**config.mk**
```make
export PLATFORM = sky130hd
export DESIGN_NAME = multicycle_controller
export DESIGN_NICKNAME = d
export VERILOG_FILES = /design/src/rtl/riscv_ctrl_pkg.sv /design/src/rtl/multicycle_controller_alu_decoder.sv /design/src/rtl/multicycle_controller.sv
export SDC_FILE = /design/constraint.sdc
export NUM_CORES = 1
export LEC_CHECK = 0
export ABC_AREA = 0
export BUFFER_PORTS_ARGS = -buffer_cell sky130_fd_sc_hd__buf_2
export CELL_PAD_IN_SITES_DETAIL_PLACEMENT = 1
export CELL_PAD_IN_SITES_GLOBAL_PLACEMENT = 1
export CORE_ASPECT_RATIO = 0.9
export CORE_MARGIN = 4
export CORE_UTILIZATION = 28
export DETAILED_ROUTE_END_ITERATION = 7
export GPL_ROUTABILITY_DRIVEN = 0
export PLACE_DENSITY = 0.84
export SLEW_MARGIN = 20
export SYNTH_ARGS = -nofsm -noshare
export SYNTH_HDL_FRONTEND = slang
export SYNTH_SLANG_ARGS = --single-unit
```
**constraint.sdc**
```tcl
create_clock -name clk -period 1.79 [get_ports clk]
set_clock_uncertainty 0.05 [all_clocks]
set_input_delay 0.179 -clock clk [delete_from_list [all_inputs] [get_ports clk]]
set_output_delay 0.179 -clock clk [all_outputs]
set_load 0.01 [all_outputs]
```
**src/rtl/riscv_ctrl_pkg.sv**
```systemverilog
// riscv_ctrl_pkg: shared encodings for the multicycle RV32I controller.
package riscv_ctrl_pkg;
    localparam int STATE_W = 4;

    typedef enum logic [STATE_W-1:0] {
        S_FETCH, S_DECODE, S_MEMADR, S_MEMREAD, S_MEMWB, S_MEMWRITE,
        S_EXECUTER, S_EXECUTEI, S_ALUWB, S_BEQ, S_JAL
    } state_t;

    localparam logic [6:0] OP_LW  = 7'b0000011;
    localparam logic [6:0] OP_SW  = 7'b0100011;
    localparam logic [6:0] OP_R   = 7'b0110011;
    localparam logic [6:0] OP_I   = 7'b0010011;
    localparam logic [6:0] OP_BEQ = 7'b1100011;
    localparam logic [6:0] OP_JAL = 7'b1101111;

    localparam logic [2:0] ALU_ADD = 3'b000;
    localparam logic [2:0] ALU_SUB = 3'b001;
    localparam logic [2:0] ALU_AND = 3'b010;
    localparam logic [2:0] ALU_OR  = 3'b011;
    localparam logic [2:0] ALU_SLT = 3'b101;

    localparam logic [1:0] ALUOP_ADD  = 2'b00;
    localparam logic [1:0] ALUOP_SUB  = 2'b01;
    localparam logic [1:0] ALUOP_FUNC = 2'b10;

    localparam logic [1:0] RES_ALUOUT    = 2'b00;
    localparam logic [1:0] RES_DATA      = 2'b01;
    localparam logic [1:0] RES_ALURESULT = 2'b10;

    localparam logic [1:0] SRCA_PC    = 2'b00;
    localparam logic [1:0] SRCA_OLDPC = 2'b01;
    localparam logic [1:0] SRCA_RD1   = 2'b10;

    localparam logic [1:0] SRCB_WD   = 2'b00;
    localparam logic [1:0] SRCB_IMM  = 2'b01;
    localparam logic [1:0] SRCB_FOUR = 2'b10;

    localparam logic [1:0] IMM_I = 2'b00;
    localparam logic [1:0] IMM_S = 2'b01;
    localparam logic [1:0] IMM_B = 2'b10;
    localparam logic [1:0] IMM_J = 2'b11;

    // Unknown opcodes fall straight back to FETCH and act as a nop.
    function automatic state_t decode_next(input logic [6:0] op);
        return (op == OP_LW || op == OP_SW) ? S_MEMADR :
               (op == OP_R)   ? S_EXECUTER :
               (op == OP_I)   ? S_EXECUTEI :
               (op == OP_BEQ) ? S_BEQ :
               (op == OP_JAL) ? S_JAL : S_FETCH;
    endfunction
endpackage

```
**src/rtl/multicycle_controller_alu_decoder.sv**
```systemverilog
// alu_decoder: maps aluop/funct3/funct7b5 onto the ALU operation code.
module alu_decoder
    import riscv_ctrl_pkg::*;
(
    input  logic [1:0] aluop,
    input  logic [2:0] funct3,
    input  logic       op5,
    input  logic       funct7b5,
    output logic [2:0] alu_control
);
    always_comb begin
        alu_control = ALU_ADD;
        if (aluop == ALUOP_SUB)
            alu_control = ALU_SUB;
        else if (aluop == ALUOP_FUNC)
            case (funct3)
                // only R-type honours funct7b5; addi never subtracts
                3'b000:  alu_control = (op5 & funct7b5) ? ALU_SUB : ALU_ADD;
                3'b010:  alu_control = ALU_SLT;
                3'b110:  alu_control = ALU_OR;
                3'b111:  alu_control = ALU_AND;
                default: alu_control = ALU_ADD;
            endcase
    end
endmodule

```
**src/rtl/multicycle_controller.sv**
```systemverilog
// multicycle_controller: Moore sequencing FSM for the multicycle RV32I core.
// Define MEM_STALL_EN to add mem_ready, which stalls FETCH/MEMREAD/MEMWRITE.
module multicycle_controller
    import riscv_ctrl_pkg::*;
(
    input  logic       clk,
    input  logic       rst_n,
    input  logic [6:0] op,
    input  logic [2:0] funct3,
    input  logic       funct7b5,
    input  logic       zero,
`ifdef MEM_STALL_EN
    input  logic       mem_ready,
`endif
    output logic       pc_write,
    output logic       adr_src,
    output logic       mem_write,
    output logic       ir_write,
    output logic [1:0] result_src,
    output logic [1:0] alu_src_a,
    output logic [1:0] alu_src_b,
    output logic [1:0] imm_src,
    output logic       reg_write,
    output logic [2:0] alu_control,
    output logic       instr_done
);
    state_t state, state_nx;
    logic ready, pc_update, branch, ir_en, mem_en, reg_en, done;
    logic [1:0] aluop;

`ifdef MEM_STALL_EN
    assign ready = mem_ready;
`else
    assign ready = 1'b1;
`endif

    always_ff @(posedge clk or negedge rst_n)
        if (!rst_n) state <= S_FETCH;
        else        state <= state_nx;

    always_comb begin
        state_nx   = S_FETCH;
        pc_update  = 1'b0;
        branch     = 1'b0;
        ir_en      = 1'b0;
        mem_en     = 1'b0;
        reg_en     = 1'b0;
        done       = 1'b0;
        adr_src    = 1'b0;
        result_src = RES_ALUOUT;
        alu_src_a  = SRCA_PC;
        alu_src_b  = SRCB_WD;
        aluop      = ALUOP_ADD;
        unique case (state)
            S_FETCH: begin
                state_nx   = ready ? S_DECODE : S_FETCH;
                ir_en      = ready;
                pc_update  = ready;
                alu_src_b  = SRCB_FOUR;
                result_src = RES_ALURESULT;
            end
            S_DECODE: begin
                state_nx  = decode_next(op);
                done      = (decode_next(op) == S_FETCH);
                alu_src_a = SRCA_OLDPC;
                alu_src_b = SRCB_IMM;
            end
            S_MEMADR: begin
                state_nx  = (op == OP_LW) ? S_MEMREAD : S_MEMWRITE;
                alu_src_a = SRCA_RD1;
                alu_src_b = SRCB_IMM;
            end
            S_MEMREAD: begin
                state_nx = ready ? S_MEMWB : S_MEMREAD;
                adr_src  = 1'b1;
            end
            S_MEMWB: begin
                result_src = RES_DATA;
                reg_en     = 1'b1;
                done       = 1'b1;
            end
            S_MEMWRITE: begin
                state_nx = ready ? S_FETCH : S_MEMWRITE;
                adr_src  = 1'b1;
                mem_en   = ready;
                done     = ready;
            end
            S_EXECUTER: begin
                state_nx  = S_ALUWB;
                alu_src_a = SRCA_RD1;
                aluop     = ALUOP_FUNC;
            end
            S_EXECUTEI: begin
                state_nx  = S_ALUWB;
                alu_src_a = SRCA_RD1;
                alu_src_b = SRCB_IMM;
                aluop     = ALUOP_FUNC;
            end
            S_ALUWB: begin
                reg_en = 1'b1;
                done   = 1'b1;
            end
            S_BEQ: begin
                alu_src_a = SRCA_RD1;
                aluop     = ALUOP_SUB;
                branch    = 1'b1;
                done      = 1'b1;
            end
            S_JAL: begin
                state_nx  = S_ALUWB;
                alu_src_a = SRCA_OLDPC;
                alu_src_b = SRCB_FOUR;
                pc_update = 1'b1;
            end
            default: state_nx = S_FETCH;
        endcase
    end

    // Reset holds state at FETCH, so only the enables need explicit gating.
    assign pc_write   = rst_n & (pc_update | (branch & zero));
    assign ir_write   = rst_n & ir_en;
    assign mem_write  = rst_n & mem_en;
    assign reg_write  = rst_n & reg_en;
    assign instr_done = rst_n & done;

    assign imm_src = (op == OP_SW)  ? IMM_S :
                     (op == OP_BEQ) ? IMM_B :
                     (op == OP_JAL) ? IMM_J : IMM_I;

    alu_decoder u_alu_decoder (
        .aluop       (aluop),
        .funct3      (funct3),
        .op5         (op[5]),
        .funct7b5    (funct7b5),
        .alu_control (alu_control)
    );
endmodule

```
==> flow_summary.yaml <==
layout:
  final_common_cell: "buf_2"
  reg_top3: "state: 4 flops"
  nFillCells: 227
  area_growth_pct: 49.3
  post-route-util: 0.461
  layout_common_cells: "buf_2 (29), nor2_1 (6), nand2_1 (6), nor3_1 (5), buf_4 (5)"
  multi_input_area_um2: 429
  regMostFlops: "state"
  layout.nets: 122
  final_cells: 130
  drive_gt1_frac: 0.443
  design_area_um2: 800
  largest_reg_flops: 4
  seq_area_um2: 103
  n_antenna_cell: 0
critical_path:
  reg2reg_from: "state[1]$_DFF_PN0_"
  path_class: "reg2out"
  cp.arrival_ps: 1480
  crit_required_ps: 1560
  startpoint_type: "flop"
  end_kind: "output port"
  regToRegEndpoint: "state[1]$_DFF_PN0_"
  ff2ff_path_depth: 3
  r2r_slack_ps: 320
  worst-path-max-fanout: 14
logic_synthesis:
  netlist_area_um2: 536
  synth_edf_count: 0
  synth_compound_area_frac: 0.271
  synthArstFlopShare: 1.00
  ys_types: 39
  synth_ff_type: "dfrtp_1"
  synth_top_family_by_area: "simple AND/OR/NAND/NOR gates"
  synth_mux_area_frac: 0
  yosys.area_share.simple: 0.437
  synthAdderAreaFrac: 0
  synth_nets: 85
  ys_seq_elements: 4
  synth_cells: 71
  synth.avg_cell_area_um2: 7.54
  ys_seq_area_frac: 0.187
  yosys_warnings: 0
  synthXorXnorAreaFrac: 0.0491
hold_path:
  holdCritPathClass: "in2async"
global_route:
  grt.total_usage: 0.149
  overflow: 0
  antenna_found_initial: 0
  grt_max_degree: 15
  grt_pass1_vias: 670
  grt_pass1_wl_um: 3040
routing:
  dr.pass1.iters: 4
  dr_wl_met3_um: 130
  m1WireLength_um: 857
  wire_per_inst_um: 15.5
  ant_nets: 0
  vias: 684
  drt-vias-per-instance: 5.26
  top_layer: "met3"
  drtIter0Drc: 11
  wl_met2_um: 1020
  route.detailed.drc: 0
  wl_um: 2010
clocking:
  cts_tree: "built"
  clk_path_buf_depth: 2
  htreeDepth: 1
  cts.sinks: 4
  clockRootBuffer: "clkbuf_4"
  cts_inserted_buffers: 3
  clkLatencyLatePin_ps: 230
  clkTransAtPathRegs_ps: 40
sta:
  min_period_ps: 1710
  setup-violations-final: 0
  whs_ps: 275
  hold_viol_final: 0
  fin_tns_setup_ps: 0
  max_freq_mhz: 585
  fin_crit_sh: 0.955
  final_max_slew_viol_count: 0
  tightestPinTransition_ps: 344
  slew_headroom: 0.769
place:
  hpwl_um: 1490
  placed_cell_area_um2: 734
  port_buffers: 30
  dpl.cell_count: 126
floorplanning:
  fp.dieW_um: 54.1
  core-area_um2: 1730
  die_area_um2: 2680
  die_y_um: 49.5
  io_pins: 31
  initial_core_util: 0.309
  row_count: 14
power:
  ir_drop_mv: 0.366
  powerDensity_nw_per_um2: 806
  leakage_nw: 0.395
outcome:
  status: "finished, final reports clean"
flow_run:
  cap_violations: 0
==> Yosys cell counts (2+ instances only) <==
library cell | count | area (um2)
nor2_1 | 6 | 22.5
nand3b_1 | 3 | 22.5
nor3_1 | 5 | 25.0
nand2_1 | 6 | 22.5
dfrtp_1 | 4 | 100
nor4_1 | 2 | 12.5
clkbuf_1 | 4 | 15.0
nor3b_1 | 3 | 22.5
xor2_1 | 2 | 17.5
nand2b_1 | 3 | 18.8
a21oi_1 | 2 | 10.0
nand3_1 | 2 | 10.0
nor2b_1 | 3 | 18.8
==> critical path: stages, from the launching register on <==
cell     delay [ps]
dfrtp_2         500
nor2b_2         170
nand3_1         140
o32ai_2         270
buf_2           170
==> final cells by class <==
cell class,instances,share of cell area
repair buffers,37,0.264
multi-input cells,61,0.537
clock buffers,3,0.0282
inverters,1,0.00469
flip-flops and latches,4,0.128
well taps,24,0.0376
==> logic make-up (layout without fill, tap and decap cells) <==
| group | Yosys count | count (layout) |
|---|---|---|
| XOR/XNOR | 3 | 3 |
| AND/OR/NAND/NOR | 40 | 40 |
| buffers and inverters | 6 | 41 |
| AO/OA/AOI/OAI | 18 | 18 |
| flip-flops | 4 | 4 |
==> routing by layer <==
layer  GRT usage  up-vias
met4      0.0747        0
met5           0        -
met3      0.0241        0
li1            -      338
met1       0.186      329
met2       0.242       17
==> timing repair <==
action | in CTS | in global routing
hold endpoints to repair | 4 | 0
pin swaps | 0 | 1
endpoints found under the setup margin | 1 | 4
gates resized for setup | 1 | 9
hold buffers | 1 | 0
setup buffers | 0 | 0
==> stage by stage <==
stage,total power [mW],setup WS [ps]
3_5_place_dp,0.508,215
6_report,0.645,79.8
2_1_floorplan,0.338,270
5_1_grt,0.699,-51.6
4_1_cts,0.628,6.19
3_3_place_gp,0.491,293
==> worst max path at each step <==
stage                        from            endpoint  slack (ps)  cells past startpoint
2_1_floorplan  state[3]$_DFF_PN0_          instr_done         270                      4
3_3_place_gp   state[1]$_DFF_PN0_  state[1]$_DFF_PN0_         290                      3
3_5_place_dp   state[1]$_DFF_PN0_          instr_done         220                      4
4_1_cts        state[3]$_DFF_PN0_          instr_done           6                      4
5_1_grt        state[3]$_DFF_PN0_           reg_write         -50                      5
6_report       state[1]$_DFF_PN0_          instr_done          80                      4
==> power by group <==
group	leakage (nW)	internal, mW	switching (mW)
logic	0.331	0.191	0.218
registers	0.0499	0.105	0.0210
clock network	0.0138	0.0749	0.0355
(Power assumes the default switching activity.)
